`src/rtl/lfsr_prng.sv`:
```
// lfsr_prng -- parametrised Fibonacci LFSR pseudo-random source.
//
// Generalises the fixed 10-bit XNOR LFSR. Width, feedback taps and XOR/XNOR
// feedback are configurable. The state can advance several shifts per clock.
// Seeds can be loaded at run time, and a seed equal to the lock-up value is
// rejected. The block also measures the sequence period in hardware.
//
// Ports
//   clk       in   1      rising-edge clock
//   reset     in   1      asynchronous, active-high reset
//   en        in   1      advance the state by STEPS shifts this cycle
//   load      in   1      load seed_in into the state (priority over en)
//   seed_in   in   WIDTH  seed sampled when load=1
//   q         out  WIDTH  current LFSR state, registered
//   load_err  out  1      one-cycle pulse: the last load hit the lock-up value
//   wrap      out  1      one-cycle pulse: the state just returned to its start value
//   period    out  CNT_W  step count of the last completed cycle, 0 until the first wrap

module lfsr_prng #(
  parameter int          WIDTH      = 10,
  parameter int unsigned TAPS       = 'h240,
  parameter int          USE_XNOR   = 1,
  parameter int          STEPS      = 1,
  parameter int unsigned RESET_SEED = 0,
  parameter int          CNT_W      = 32
) (
  input  logic             clk,
  input  logic             reset,
  input  logic             en,
  input  logic             load,
  input  logic [WIDTH-1:0] seed_in,
  output logic [WIDTH-1:0] q,
  output logic             load_err,
  output logic             wrap,
  output logic [CNT_W-1:0] period
);

  localparam logic [WIDTH-1:0] TAP_MASK = TAPS[WIDTH-1:0];
  localparam logic [WIDTH-1:0] SEED0    = RESET_SEED[WIDTH-1:0];
  // XNOR feedback can never leave all-ones; XOR feedback can never leave all-zeros.
  localparam logic [WIDTH-1:0] LOCK     = (USE_XNOR != 0) ? {WIDTH{1'b1}} : {WIDTH{1'b0}};

  // Elaboration-time parameter checks.
  if (WIDTH < 3 || WIDTH > 32) begin : g_bad_width
    $error("lfsr_prng: WIDTH must be in 3..32");
  end
  if (STEPS < 1 || STEPS > WIDTH) begin : g_bad_steps
    $error("lfsr_prng: STEPS must be in 1..WIDTH");
  end
  if (TAPS[WIDTH-1] == 1'b0) begin : g_bad_taps
    $error("lfsr_prng: TAPS[WIDTH-1] must be set");
  end
  if (SEED0 == LOCK) begin : g_bad_seed
    $error("lfsr_prng: RESET_SEED equals the lock-up value");
  end

  logic [WIDTH-1:0] start;     // state at which the current cycle began
  logic [CNT_W-1:0] cnt;       // shifts since start
  logic [WIDTH-1:0] q_step;    // q advanced by STEPS shifts
  logic [CNT_W:0]   cnt_sum;
  logic [CNT_W-1:0] cnt_add;   // cnt + STEPS, saturating

  function automatic logic [WIDTH-1:0] shift1(input logic [WIDTH-1:0] s);
    logic fb;
    fb = ^(s & TAP_MASK);
    if (USE_XNOR != 0) fb = ~fb;
    return {s[WIDTH-2:0], fb};
  endfunction

  // NOTE: every variable written here gets a value before any conditional
  // logic, so no path leaves it unassigned and no latch is inferred.
  always_comb begin
    q_step = q;
    for (int i = 0; i < STEPS; i++) q_step = shift1(q_step);
    cnt_sum = {1'b0, cnt} + (CNT_W+1)'(STEPS);
    cnt_add = cnt_sum[CNT_W] ? {CNT_W{1'b1}} : cnt_sum[CNT_W-1:0];
  end

  // NOTE: state uses non-blocking assignments so every register samples the
  // pre-edge values, independent of statement order.
  always_ff @(posedge clk or posedge reset) begin
    if (reset) begin
      q        <= SEED0;
      start    <= SEED0;
      cnt      <= '0;
      period   <= '0;
      load_err <= 1'b0;
      wrap     <= 1'b0;
    end else begin
      load_err <= 1'b0;
      wrap     <= 1'b0;
      if (load) begin
        if (seed_in == LOCK) begin
          load_err <= 1'b1;
        end else begin
          q      <= seed_in;
          start  <= seed_in;
          cnt    <= '0;
          period <= '0;
        end
      end else if (en) begin
        q <= q_step;
        if (q_step == start) begin
          wrap   <= 1'b1;
          period <= cnt_add;
          cnt    <= '0;
        end else begin
          cnt <= cnt_add;
        end
      end
    end
  end

endmodule

```
`config.mk`:
```
export PLATFORM = sky130hd
export DESIGN_NAME = lfsr_prng
export DESIGN_NICKNAME = d
export VERILOG_FILES = /design/src/rtl/lfsr_prng.sv
export SDC_FILE = /design/constraint.sdc
export NUM_CORES = 1
export LEC_CHECK = 0
export ABC_AREA = 1
export CAP_MARGIN = 10
export CORE_AREA = 2 2 94 96
export CTS_CLUSTER_SIZE = 28
export DETAILED_ROUTE_END_ITERATION = 7
export DIE_AREA = 0 0 96 98
export DONT_BUFFER_PORTS = 1
export HOLD_SLACK_MARGIN = 0.12
export PLACE_DENSITY = 0.84
export SLEW_MARGIN = 20
export SYNTH_ARGS = -nofsm -noshare
export SYNTH_HDL_FRONTEND = slang
export SYNTH_SLANG_ARGS = --single-unit
```
`constraint.sdc`:
```
create_clock -name clk -period 7.55 [get_ports clk]
set_input_delay 1.51 -clock clk [delete_from_list [all_inputs] [get_ports clk]]
set_output_delay 1.51 -clock clk [all_outputs]
set_load 0.02 [all_outputs]
```
After elaboration in Yosys (flattened, before gate mapping) --
Cells that the tools add are included.
Storage, ports and cells: register bits after elaboration 86, output and inout bits 44, logic and storage cells 34
Operators by class: add/sub/neg operators 1, equality and inequality tests 3, mux-type cells 16, bitwise logic cells 2, reductions and logical operators 6
Operator list (number):
- $mux W32 | 8
- $add A32 B1 Y33 const B | 1
- $mux W10 | 3
- $eq A10 B10 Y1 | 1
- $eq A10 B10 Y1 const B | 1
- $reduce_xor A10 Y1 | 1
- $mux W1 | 5
- $reduce_and A2 Y1 | 2
- $reduce_bool A2 Y1 | 2
- $reduce_and A3 Y1 | 1
- $ne A2 B2 Y1 const B | 1
- $not A1 Y1 | 2

Logic depth before layout (Yosys ltp) --
Gate-level depths: netlist of the first run.
depth in word-level cells 6, depth in mapped cells 12, mapped depth without buffers 11

Worst setup path after synthesis of the first run --
Ideal clock, no wire load.
kind input-to-reg, start input seed_in[2], end register period[0], library setup time 0.065 ns, arrival 2.452 ns, data required time 7.485 ns, slack 5.034 ns, stages 8, buffers on the path 2, path through inv_1 -> nor3_2 -> nand3_2 -> nand2_2 -> buf_6 -> buf_2 -> nand3_1 -> nand2_1
On the way: word-level cells in the longest chain between the ends 3
Ends and longest elaborated chain:
- start: declaration | line 31 | input logic [WIDTH-1:0] seed_in,
- $eq A10 B10 Y1 | line 93 | if (seed_in == LOCK) begin
- $ne A2 B2 Y1 (no line)
- $reduce_and A3 Y1 (no line)
- end signal: assignment | line 105 | period <= cnt_add;
- end: declaration | line 35 | output logic [CNT_W-1:0] period
No other way between the ends. A chain may end at the register's enable or synchronous reset.

Worst setup path in the final report of the first run --
start input seed_in[2], end register q[8]
On the way: word-level cells in the longest chain between the ends 3
Ends and longest elaborated chain:
- $eq A10 B10 Y1 | line 93
- $ne A2 B2 Y1 (no line)
- $reduce_and A2 Y1 (no line)
- end signal: assignment | line 96 | q <= seed_in;
- end signal: assignment | line 102 | q <= q_step;
- end: declaration | line 32 | output logic [WIDTH-1:0] q,
No other way between the ends.

==> results by group, run 1 <==
Run status
  – Outcome: complete, no violations

CTS
  – Clock Sinks: between 80 and 90
  – Number of buffers added to fix hold violations after cts: 0
  – Clock root buffer: sky130_fd_sc_hd__clkbuf_8
  – Number of buffers added for setup after CTS: 0
  – CTS tree: done
  – H-tree Lvls: 3
  – Clock transition at the register clock pins on the worst setup and hold paths after CTS: 100 ps
  – CTS buffer count: 9
  – Post-CTS resize count: 0
  – Clock Latency Late Sink: around 360 ps
  – Number of buffers on the longest clock path: 2

Yosys
  – Proportion of synthesized flip-flops having asynchronous set or reset: 100%
  – Cell types with the largest area share after synthesis: sky130_fd_sc_hd__dfrtp_1, sky130_fd_sc_hd__nand2_1, sky130_fd_sc_hd__nand3_1
  – Synthesized cell area: between 4000 and 5000 sq um
  – Post-Synthesis Net Count: about 700
  – Share of the synthesized area in the top cell type: 43.5%
  – Number of flops mapped to enable cells by yosys: 0
  – Avg Inst Size Synth: approximately 7.2 sq um
  – Cell accounting for the most synthesized area: sky130_fd_sc_hd__dfrtp_1
  – Number of unique standard cell types used by synthesis: 27
  – Ranking of synthesized cells by instance count: sky130_fd_sc_hd__nand2_1, sky130_fd_sc_hd__dfrtp_1, sky130_fd_sc_hd__nor2_1
  – Synth Register Bits: 86
  – Synth Instances: between 600 and 700
  – Leading cell type by number of instances after synthesis: sky130_fd_sc_hd__nand2_1
  – Portion of the post-synthesis area used by sequential elements: a little over two fifths
  – Dominant synthesized flop cell: sky130_fd_sc_hd__dfrtp_1
  – Number of warnings issued by yosys: 0

Die
  – Die footprint: around 9400 sq um
  – Core Box Area: between 8000 and 9000 sq um
  – Die H: 98 microns
  – Standard-cell rows: 34
  – Initial core utilization: 58.5%
  – Horiz. Die Dim: between 90 and 100 microns
  – Total I/O pin count: a little under 60

Drt
  – Number of detailed-routing iterations run before antenna repair: 5
  – 1st-iter DRT viols: around 290
  – Number of vias after detailed routing: approximately 4400
  – Average detailed-routed wire length per instance: about 15 microns
  – DRC errors left: 0
  – Number of vias per cell: 5.59
  – Final Routed Wirelength: between 10000 and 15000 microns
  – Number of routed nets with antenna violations: 0

Timing
  – Number of max-slew violations in the final report: 0
  – Relative slew slack: a little over two fifths
  – Count of final setup violators: 0
  – Setup repair after global routing missed its margin: false
  – Fmax: just under 300 MHz
  – Transition time at the pin with the least slew margin: 856 ps
  – Clock period minus worst slack: approximately 3400 ps
  – Share of the cycle needed by the critical path after routing: between 40 and 50%
  – Total negative setup slack: 0 ps
  – Final-report hold violation count: 0
  – Clock skew: approximately 14 ps

Global route
  – Number of global-route vias before repair: roughly 4200
  – Total Routing Usage GR: about a quarter
  – Initial antenna violation count: 0
  – Overflow left after global routing: 0
  – Maximum number of pins on one net before global-route repair: 87
  – Wire length of the first global-routing pass: slightly below 20000 microns

Layout
  – Number of diodes: 0
  – Number of fill cells in the layout: 757
  – Synth-to-Final Area Change: 3.69%
  – Number of nets in the finished design: just under 700
  – Final instance count without filler cells: 788
  – Share of post-route cells with drive strength above 1: about a tenth

Critical path
  – Critical path, cell by cell: inv_1 -> nor3_2 -> nand3_2 -> nand2_2 -> nand2_1 -> nand2_1 -> o21ai_1
  – Required time at the endpoint of the critical path: about 8000 ps
  – Critical path capture point type: register
  – Library cell appearing most often on the critical path: sky130_fd_sc_hd__nand2_1
  – Crit path arrival time: ~3600 ps
  – Launching element type of the critical path: primary input
  – Slowest cell on crit path: sky130_fd_sc_hd__nand2_2
  – Category of the critical setup timing path: in -> reg
  – Crit-path leading delay family: simple AND/OR/NAND/NOR gates
  – Delay of the slowest cell on the worst path: approximately 700 ps
  – Buffer and inverter count on the worst path: 1
  – Maximum fanout encountered on the critical timing path: between 40 and 50

Placed design
  – DP Wirelength: roughly 8500 microns
  – Port bufs: 0
  – Gp weighted congestion: 0.934
  – Total placed cells including tap cells: roughly 770

Power and ir drop
  – Maximum ir drop on the vdd rail: 0.133 mV
  – Tot Pwr: roughly 0.89 mW
  – Leakage power summed over all cells: between 2 and 3 nW
  – Total power density per cell area: 173 nW/um^2

Run
  – # Max-Cap Violations: 0

Worst hold path
  – Worst hold path type: reg -> reg
kinds of logic after synthesis:
logic type      after synthesis  synth area share (%)
flops                        86                  43.5
buf+inv                      71                  6.62
compound gates               35                  3.77
fa+ha+maj                     1                 0.253
xor+xnor                     14                  2.48
simple gates                480                  43.4
tightest hold or removal path, stage by stage, from the launching register on:
cell,delay [ps]
sky130_fd_sc_hd__dfrtp_1,370
sky130_fd_sc_hd__nand2_1,60
sky130_fd_sc_hd__nand2_1,50
per-layer routing:
| metal | GRT usage, % | up-vias | share of wire (%) |
|---|---|---|---|
| met3 | 4.94 | 24 | 6.2 |
| met1 | 33.8 | 2099 | 42 |
| met5 | 0 | - | 0 |
| li1 | - | 2124 | - |
| met4 | 9.45 | 0 | 2.5 |
| met2 | 43.0 | 157 | 49 |
through the flow:
stage	instance area, sq um	utilization, %	setup slack (ps)	hold WS (ps)
after floorplan	4950	-	3820	463
after global placement	4950	58.5	3970	479
after detailed placement	4950	58.5	3830	480
after CTS	5130	60.6	4220	503
after global routing	5130	60.6	3930	545
final	5130	60.6	4180	509
power by group:
| group | switching [mW] | total [mW] | leakage (nW) | internal [mW] |
|---|---|---|---|---|
| sequential | 0.0263 | 0.500 | 1.17 | 0.473 |
| clock | 0.180 | 0.305 | 0.0918 | 0.125 |
| combinational | 0.0571 | 0.0819 | 1.47 | 0.0249 |
registers in the layout, indices dropped and copies added (netlist names):
signal	count
wrap	1
q	10
start	10
cnt	32
period	32
load_err	1
cells in the final DEF, fill, tap and decap left out, types with 3 or more instances in the layout:
cell type / netlist / routed
sky130_fd_sc_hd__inv_1: 38 / 37
sky130_fd_sc_hd__nor2_2: 4 / 5
sky130_fd_sc_hd__inv_6: 0 / 3
sky130_fd_sc_hd__inv_2: 8 / 8
sky130_fd_sc_hd__nand3_2: 24 / 24
sky130_fd_sc_hd__nand3_1: 48 / 48
sky130_fd_sc_hd__nor2_4: 5 / 5
sky130_fd_sc_hd__nor2_1: 56 / 55
sky130_fd_sc_hd__xnor2_1: 7 / 7
sky130_fd_sc_hd__clkinv_4: 0 / 3
sky130_fd_sc_hd__nand3b_1: 10 / 10
sky130_fd_sc_hd__a21oi_1: 3 / 3
sky130_fd_sc_hd__nand2_2: 3 / 3
sky130_fd_sc_hd__o21ai_1: 13 / 13
sky130_fd_sc_hd__clkbuf_8: 0 / 9
sky130_fd_sc_hd__o21ai_0: 18 / 18
sky130_fd_sc_hd__dfrtp_1: 86 / 86
sky130_fd_sc_hd__xor2_1: 7 / 7
sky130_fd_sc_hd__nand2_1: 321 / 321
final cells by class:
cell class / instances / area, sq um / share of cell area (%)
flip-flops and latches: 86 / 2150 / 41.9
well taps: 108 / 135 / 2.63
inverters: 46 / 174 / 3.39
clock buffers: 10 / 128 / 2.49
multi-input cells: 530 / 2470 / 48.2
repair buffers: 2 / 18.8 / 0.366
clock inverters: 6 / 52.6 / 1.02
path summary, 6_finish.rpt:
path / to / cells after the start / slack [ps] / startpoint
max: q[8]$_DFFE_PP0P_ / 7 / 4180 / seed_in[2]
min: start[1]$_DFFE_PP0P_ / 2 / 510 / start[1]$_DFFE_PP0P_
max reg2reg: period[11]$_DFFE_PP0P_ / 10 / 4910 / q[8]$_DFFE_PP0P_
min reg2reg: start[1]$_DFFE_PP0P_ / 2 / 510 / start[1]$_DFFE_PP0P_
max in group asynchronous: period[20]$_DFFE_PP0P_ / 2 / 5790 / reset
min in group asynchronous: start[8]$_DFFE_PP0P_ / 2 / 1220 / reset
(Power assumes the default switching activity.)
==> run 2, diff against run 1 <==
- CORE_AREA: 2 2 94 96 -> 2 2 96 98
- DIE_AREA: 0 0 96 98 -> 0 0 98 100
- clock period: 7.55 -> 2.75 ns (I/O delays scaled with it)
==> run 2 against run 1 <==
  * Worst setup slack worse by 3400 ps
  * Critical path depth up 2
  * Register-to-register slack worse by 4100 ps
  * Global-route usage down 0.20 points
  * Clock skew down 4.0 ps
  * Power rose to 2.9 times the previous value
  * Flip-flop and latch count unchanged
  * Cell area up 1.3%
  * Clock power rose to 3.2 times the previous value
  * Sequential power rose to 2.7 times the previous value
  * Count of clock-buffer cells in the layout unchanged
  * Utilization down 2.1 points
  * Critical endpoint is now period[29]$_DFFE_PP0P_
  * Largest cell class unchanged
==> results by group, run 2 (same netlist as run 1, synthesis figures left out) <==
Critical path
  – Crit. Startpoint: cnt[0]$_DFFE_PP0P_
  – Maximum fanout encountered on the critical timing path: 31
  – Depth of the most critical reg-to-reg path: 9
  – Category of the critical setup timing path: reg -> reg
  – Delay of the slowest cell on the worst path: ~470 ps
  – Critical path capture point type: register
  – Reg2Reg Capture Point: period[29]$_DFFE_PP0P_
  – Crit path arrival time: 2280 ps
  – Critical path, cell by cell: ha_1 -> inv_1 -> nor2_4 -> nand2_4 -> nor2_4 -> nand2_4 -> nand3_2 -> nand2_1 -> nand2_1
  – Crit-path leading delay family: simple AND/OR/NAND/NOR gates
  – Crit Reg-Reg Startpoint: cnt[0]$_DFFE_PP0P_
  – Required time at the endpoint of the critical path: approximately 3100 ps
  – R2R Setup Slk: roughly 760 ps
  – Slowest cell on crit path: sky130_fd_sc_hd__dfrtp_1
  – Buffer and inverter count on the worst path: 1
  – Launching element type of the critical path: register

Run
  – # Max-Cap Violations: 0

Timing
  – Transition time at the pin with the least slew margin: around 740 ps
  – Total negative setup slack: 0 ps
  – Worst hold margin: about 190 ps
  – Clock period minus worst slack: between 1500 and 2000 ps
  – Fmax: roughly 500 MHz
  – Final-report hold violation count: 0
  – Count of final setup violators: 0
  – Relative slew slack: approximately 50%
  – Share of the cycle needed by the critical path after routing: 72.3%
  – Clock skew: between 10 and 15 ps
  – Number of max-slew violations in the final report: 0
  – Worst Slack Setup Final: 762 ps
  – Setup repair after global routing missed its margin: false

CTS
  – Clock Latency Late Sink: between 300 and 400 ps
  – CTS buffer count: 9
  – Clock Sinks: between 80 and 90
  – Clock transition at the register clock pins on the worst setup and hold paths after CTS: 90 ps
  – Clock root buffer: sky130_fd_sc_hd__clkbuf_8
  – Number of buffers added to fix hold violations after cts: 0
  – CTS tree: done
  – Post-CTS resize count: 0
  – H-tree Lvls: 3
  – Number of buffers added for setup after CTS: 0
  – Number of buffers on the longest clock path: 2

Layout
  – Final instance count without filler cells: 792
  – Number of fill cells in the layout: slightly below 800
  – Area of the multi-input gates: ~2500 sq um
  – Final design area excluding fillers: approximately 5200 sq um
  – Most common cell after layout, fill and taps aside: sky130_fd_sc_hd__nand2_1
  – Synth-to-Final Area Change: 5.03%
  – Area taken by flip-flops and latches: 2150 sq um
  – Share of post-route cells with drive strength above 1: 10.3%
  – Number of diodes: 0
  – Number of nets in the finished design: 692
  – Registers with the most flip-flops: cnt x32, period x32
  – Commonest non-fill, non-tap cells in the layout: sky130_fd_sc_hd__nand2_1, sky130_fd_sc_hd__dfrtp_1, sky130_fd_sc_hd__nor2_1, sky130_fd_sc_hd__nand3_1, sky130_fd_sc_hd__inv_1
  – Final core occ: a little under 60%

Global route
  – Overflow left after global routing: 0
  – Wire length of the first global-routing pass: approximately 20000 microns
  – Maximum number of pins on one net before global-route repair: a little under 90
  – Initial antenna violation count: 0
  – Number of global-route vias before repair: ~4300
  – Total Routing Usage GR: between 20 and 30%

Placed design
  – DP Wirelength: 8660 microns
  – Gp weighted congestion: 0.965
  – Port bufs: 0
  – Post-Place Cell Area: 4990 sq um
  – Worst setup timing slack at the placement stage: just over 700 ps
  – Total placed cells including tap cells: 777

Drt
  – Number of detailed-routing iterations run before antenna repair: 5
  – Number of vias per cell: 5.59
  – 1st-iter DRT viols: about 360
  – Number of vias after detailed routing: roughly 4400
  – Final Routed Wirelength: approximately 12000 microns
  – Number of routed nets with antenna violations: 0
  – Average detailed-routed wire length per instance: about 15 microns
  – DRC errors left: 0

Power and ir drop
  – Leakage power summed over all cells: ~2.7 nW
  – Tot Pwr: between 2 and 3 mW
  – Total power density per cell area: around 490 nW/um^2
  – Maximum ir drop on the vdd rail: 0.246 mV

Worst hold path
  – Worst hold path type: in -> async

Die
  – Die H: approximately 100 microns
  – Total I/O pin count: between 50 and 60
  – Horiz. Die Dim: about 98 microns
  – Die footprint: roughly 10000 sq um
  – Core Box Area: just under 9000 sq um
  – Initial core utilization: around 56%
  – Standard-cell rows: 35

Run status
  – Outcome: complete, no violations
## run 2: worst max path at each step
stage                                        end  slack (ps)  depth (start not counted)
final                     period[29]$_DFFE_PP0P_         760                          9
after CTS                 period[29]$_DFFE_PP0P_         780                          9
after global placement        cnt[6]$_DFFE_PP0P_         530                         11
after floorplan            period[0]$_DFFE_PP0P_        1190                          8
after global routing      period[29]$_DFFE_PP0P_         590                         10
after detailed placement        q[4]$_DFFE_PP0P_         720                          7
## run 2: final cells by class
cell class                      instances  share of cell area (%)
Tap cell                              111                    2.67
Inverter                               46                    3.39
Clock inverter                          5                    1.61
Sequential cell                        86                    41.4
Timing Repair Buffer                    4                   0.818
Clock buffer                           10                    2.45
Multi-Input combinational cell        530                    47.7
## run 2: worst register-to-register path, stage by stage, from the launching register on
cell and delay [ps]:
sky130_fd_sc_hd__dfrtp_1 470, sky130_fd_sc_hd__ha_1 270, sky130_fd_sc_hd__inv_1 110, sky130_fd_sc_hd__nor2_4 150, sky130_fd_sc_hd__nand2_4 90, sky130_fd_sc_hd__nor2_4 140, sky130_fd_sc_hd__nand2_4 280, sky130_fd_sc_hd__nand3_2 190
sky130_fd_sc_hd__nand2_1 90, sky130_fd_sc_hd__nand2_1 120
## run 2: report_power, final
group	switching, mW	total, mW	leakage (nW)	internal, mW
clock	0.460	0.971	0.0990	0.510
sequential	0.0700	1.37	1.17	1.30
combinational	0.154	0.225	1.47	0.0713
total	0.684	2.57	2.74	1.88
## run 2: metal layers
layer  GRT usage [%]  vias to the layer above  wire length, microns
li1                -                     2119                     -
met1            32.4                     2116                  5060
met2            45.1                      169                  6140
met3            4.74                       25                   739
met4            8.97                        0                   248
met5               0                        -                     0
==> run 3, diff against run 2 <==
- CORE_AREA: 2 2 96 98 -> 2 2 94 96
- DIE_AREA: 0 0 98 100 -> 0 0 96 98
- clock period: 2.75 -> 2 ns (I/O delays scaled with it)
==> run 3 against run 2 <==
  * Non-clock buffer count increased by 22
  * Worst setup slack got worse by 620 ps
  * Power increased by 34%
  * Flip-flop and latch count unchanged
  * Critical path type unchanged
  * Via count increased by 3.6%
  * Cell area increased by 3.2%
  * Global-route usage increased by 1.4 points
  * Die area decreased by 4.0%
  * Count of clock-buffer cells in the layout unchanged
  * First-iteration DRC count increased by 3.1%
  * Clock skew increased by 4.2 ps
  * Cell count increased by 2.7%
==> results by group, run 3 (same netlist as run 1, synthesis figures left out) <==
Run status
  – Outcome: complete, no violations

Run
  – # Max-Cap Violations: 0

Drt
  – Number of detailed-routing iterations run before antenna repair: 6
  – Number of vias after detailed routing: 4588
  – DRC errors left: 0
  – Final Routed Wirelength: about 12000 microns
  – Number of routed nets with antenna violations: 0
  – Number of vias per cell: 5.64
  – Average detailed-routed wire length per instance: around 15 microns
  – 1st-iter DRT viols: 370

Layout
  – Most common cell after layout, fill and taps aside: sky130_fd_sc_hd__nand2_1
  – Number of diodes: 0
  – Final core occ: between 60% and 70%
  – Number of fill cells in the layout: a little over 700
  – Final instance count without filler cells: just over 800
  – Share of post-route cells with drive strength above 1: roughly an eighth
  – Number of nets in the finished design: between 700 and 800
  – Commonest non-fill, non-tap cells in the layout: sky130_fd_sc_hd__nand2_1, sky130_fd_sc_hd__dfrtp_1, sky130_fd_sc_hd__nor2_1, sky130_fd_sc_hd__nand3_1, sky130_fd_sc_hd__inv_1
  – Synth-to-Final Area Change: 8.37%
  – Registers with the most flip-flops: cnt x32, period x32

Placed design
  – Total placed cells including tap cells: around 800
  – Port bufs: 0
  – DP Wirelength: just under 9000 microns
  – Gp weighted congestion: 0.934

Critical path
  – Category of the critical setup timing path: reg -> reg
  – R2R Setup Slk: 150 ps
  – Crit path arrival time: ~2200 ps
  – Required time at the endpoint of the critical path: ~2300 ps
  – Maximum fanout encountered on the critical timing path: 31
  – Launching element type of the critical path: register
  – Crit Reg-Reg Startpoint: cnt[0]$_DFFE_PP0P_
  – Critical path capture point type: register
  – Reg2Reg Capture Point: cnt[0]$_DFFE_PP0P_
  – Depth of the most critical reg-to-reg path: 9

Power and ir drop
  – Total power density per cell area: roughly 640 nW/um^2
  – Maximum ir drop on the vdd rail: 0.296 mV
  – Clock Power Share: approximately 34%
  – Leakage power summed over all cells: 2.83 nW
  – Share of total power in sequential cells: a little over half
  – Sw power: a little over 1 mW
  – Cell internal pwr: 2.42 mW
  – Switching Fraction: 29.7%
  – Tot Pwr: roughly 3.4 mW
  – Share of power burned in combinational logic: a little over an eighth

Timing
  – Fmax: about 540 MHz
  – Count of final setup violators: 0
  – Number of max-slew violations in the final report: 0
  – Relative slew slack: a little under three fifths
  – Worst hold margin: ~180 ps
  – Clock skew: around 15 ps
  – Share of the cycle needed by the critical path after routing: roughly 93%
  – Setup repair after global routing missed its margin: false
  – Transition time at the pin with the least slew margin: around 650 ps
  – Final-report hold violation count: 0
  – Clock period minus worst slack: 1850 ps
  – Total negative setup slack: 0 ps

Worst hold path
  – HP Start: seed_in[1]
  – End point of the most critical hold path: start[1]$_DFFE_PP0P_
  – Worst hold path type: in -> reg
  – Hold path cells: 2

Global route
  – Global routing met2 resource utilization: 45.9%
  – Wire length of the first global-routing pass: slightly above 20000 microns
  – Grt met1 use: about a third
  – Initial antenna violation count: 0
  – Number of global-route vias before repair: about 4400
  – Overflow left after global routing: 0
  – Total Routing Usage GR: a little over a quarter
  – Maximum number of pins on one net before global-route repair: just under 90
  – Busiest layer in global routing: met2
  – Global routing usage on met3: 6.02%

Die
  – Die footprint: approximately 9400 sq um
  – Total I/O pin count: 58
  – Standard-cell rows: 34
  – Die H: about 100 microns
  – Core Box Area: approximately 8500 sq um
  – Horiz. Die Dim: roughly 96 microns
  – Initial core utilization: 58.5%

CTS
  – Clock root buffer: sky130_fd_sc_hd__clkbuf_8
  – H-tree Lvls: 3
  – Clock Latency Late Sink: around 370 ps
  – Number of buffers on the longest clock path: 2
  – CTS buffer count: 9
  – Number of buffers added for setup after CTS: 0
  – CTS tree: done
  – Clock transition at the register clock pins on the worst setup and hold paths after CTS: ~100 ps
  – Clock Sinks: 86
[run 3: cell count changes in the layout (fill, tap and decap cells not counted), sizes merged]
cell,delta
bufinv,-2
clkinvlp,-2
clkinv,+3
buf,+21
nor2,+1
dlygate4sd3,+1
inv,+2
[run 3: timing repair]
action / CTS / global route
hold endpoints to repair: 86 / 0
endpoints found under the setup margin: 0 / 43
gates resized for setup: 0 / 2
hold buffers: 1 / 0
[run 3: cell type report]
type | count | area [sq um] | share of cell area (%)
multi-input cells | 531 | 2500 | 46.6
flip-flops and latches | 86 | 2150 | 40.1
repair buffers | 26 | 223 | 4.15
inverters | 46 | 176 | 3.29
well taps | 108 | 135 | 2.52
clock buffers | 10 | 128 | 2.38
clock inverters | 6 | 52.6 | 0.979
[run 3: worst max path at each step]
stage                     slack, ps                    end  cells after the start          startpoint
after floorplan                 480  period[9]$_DFFE_PP0P_                     10  cnt[0]$_DFFE_PP0P_
after global placement          -70    cnt[13]$_DFFE_PP0P_                     11    q[6]$_DFFE_PP0P_
after detailed placement         50    cnt[20]$_DFFE_PP0P_                      9  cnt[0]$_DFFE_PP0P_
after CTS                        40     cnt[0]$_DFFE_PP0P_                      9  cnt[0]$_DFFE_PP0P_
after global routing              2     cnt[6]$_DFFE_PP0P_                     10    q[6]$_DFFE_PP0P_
final                           150     cnt[0]$_DFFE_PP0P_                      9  cnt[0]$_DFFE_PP0P_
[run 3: power groups by stage]
stage                     sequential [mW]  clock, mW  combinational [mW]
after floorplan                      1.90          0               0.254
after global placement               1.87          0               0.426
after detailed placement             1.87          0               0.441
after CTS                            1.84       1.16               0.445
after global routing                 1.84       1.24               0.503
final                                1.84       1.16               0.449
[run 3: metal layers]
metal	vias up	wire, microns	share of wire, %
met3	45	782	6.3
met5	-	0	0
li1	2169	-	-
met2	181	6210	50
met1	2193	5050	41
met4	0	395	3.2
[run 3: stage by stage]
stage,setup WS (ps),cell area [sq um]
2_1_floorplan,482,4950
3_3_place_gp,-65.1,5150
3_5_place_dp,45.4,5150
4_1_cts,38.6,5350
5_1_grt,1.89,5370
6_report,147,5370
[run 3: critical path, cell delays in order (launching register included)]
cell and delay [ps]:
sky130_fd_sc_hd__dfrtp_1 440, sky130_fd_sc_hd__ha_1 260, sky130_fd_sc_hd__inv_1 100, sky130_fd_sc_hd__nor2_4 140, sky130_fd_sc_hd__nand2_4 90, sky130_fd_sc_hd__nor2_4 190, sky130_fd_sc_hd__nand2_8 200, sky130_fd_sc_hd__nand2_1 220
sky130_fd_sc_hd__nand2_1 70, sky130_fd_sc_hd__nand2_1 70
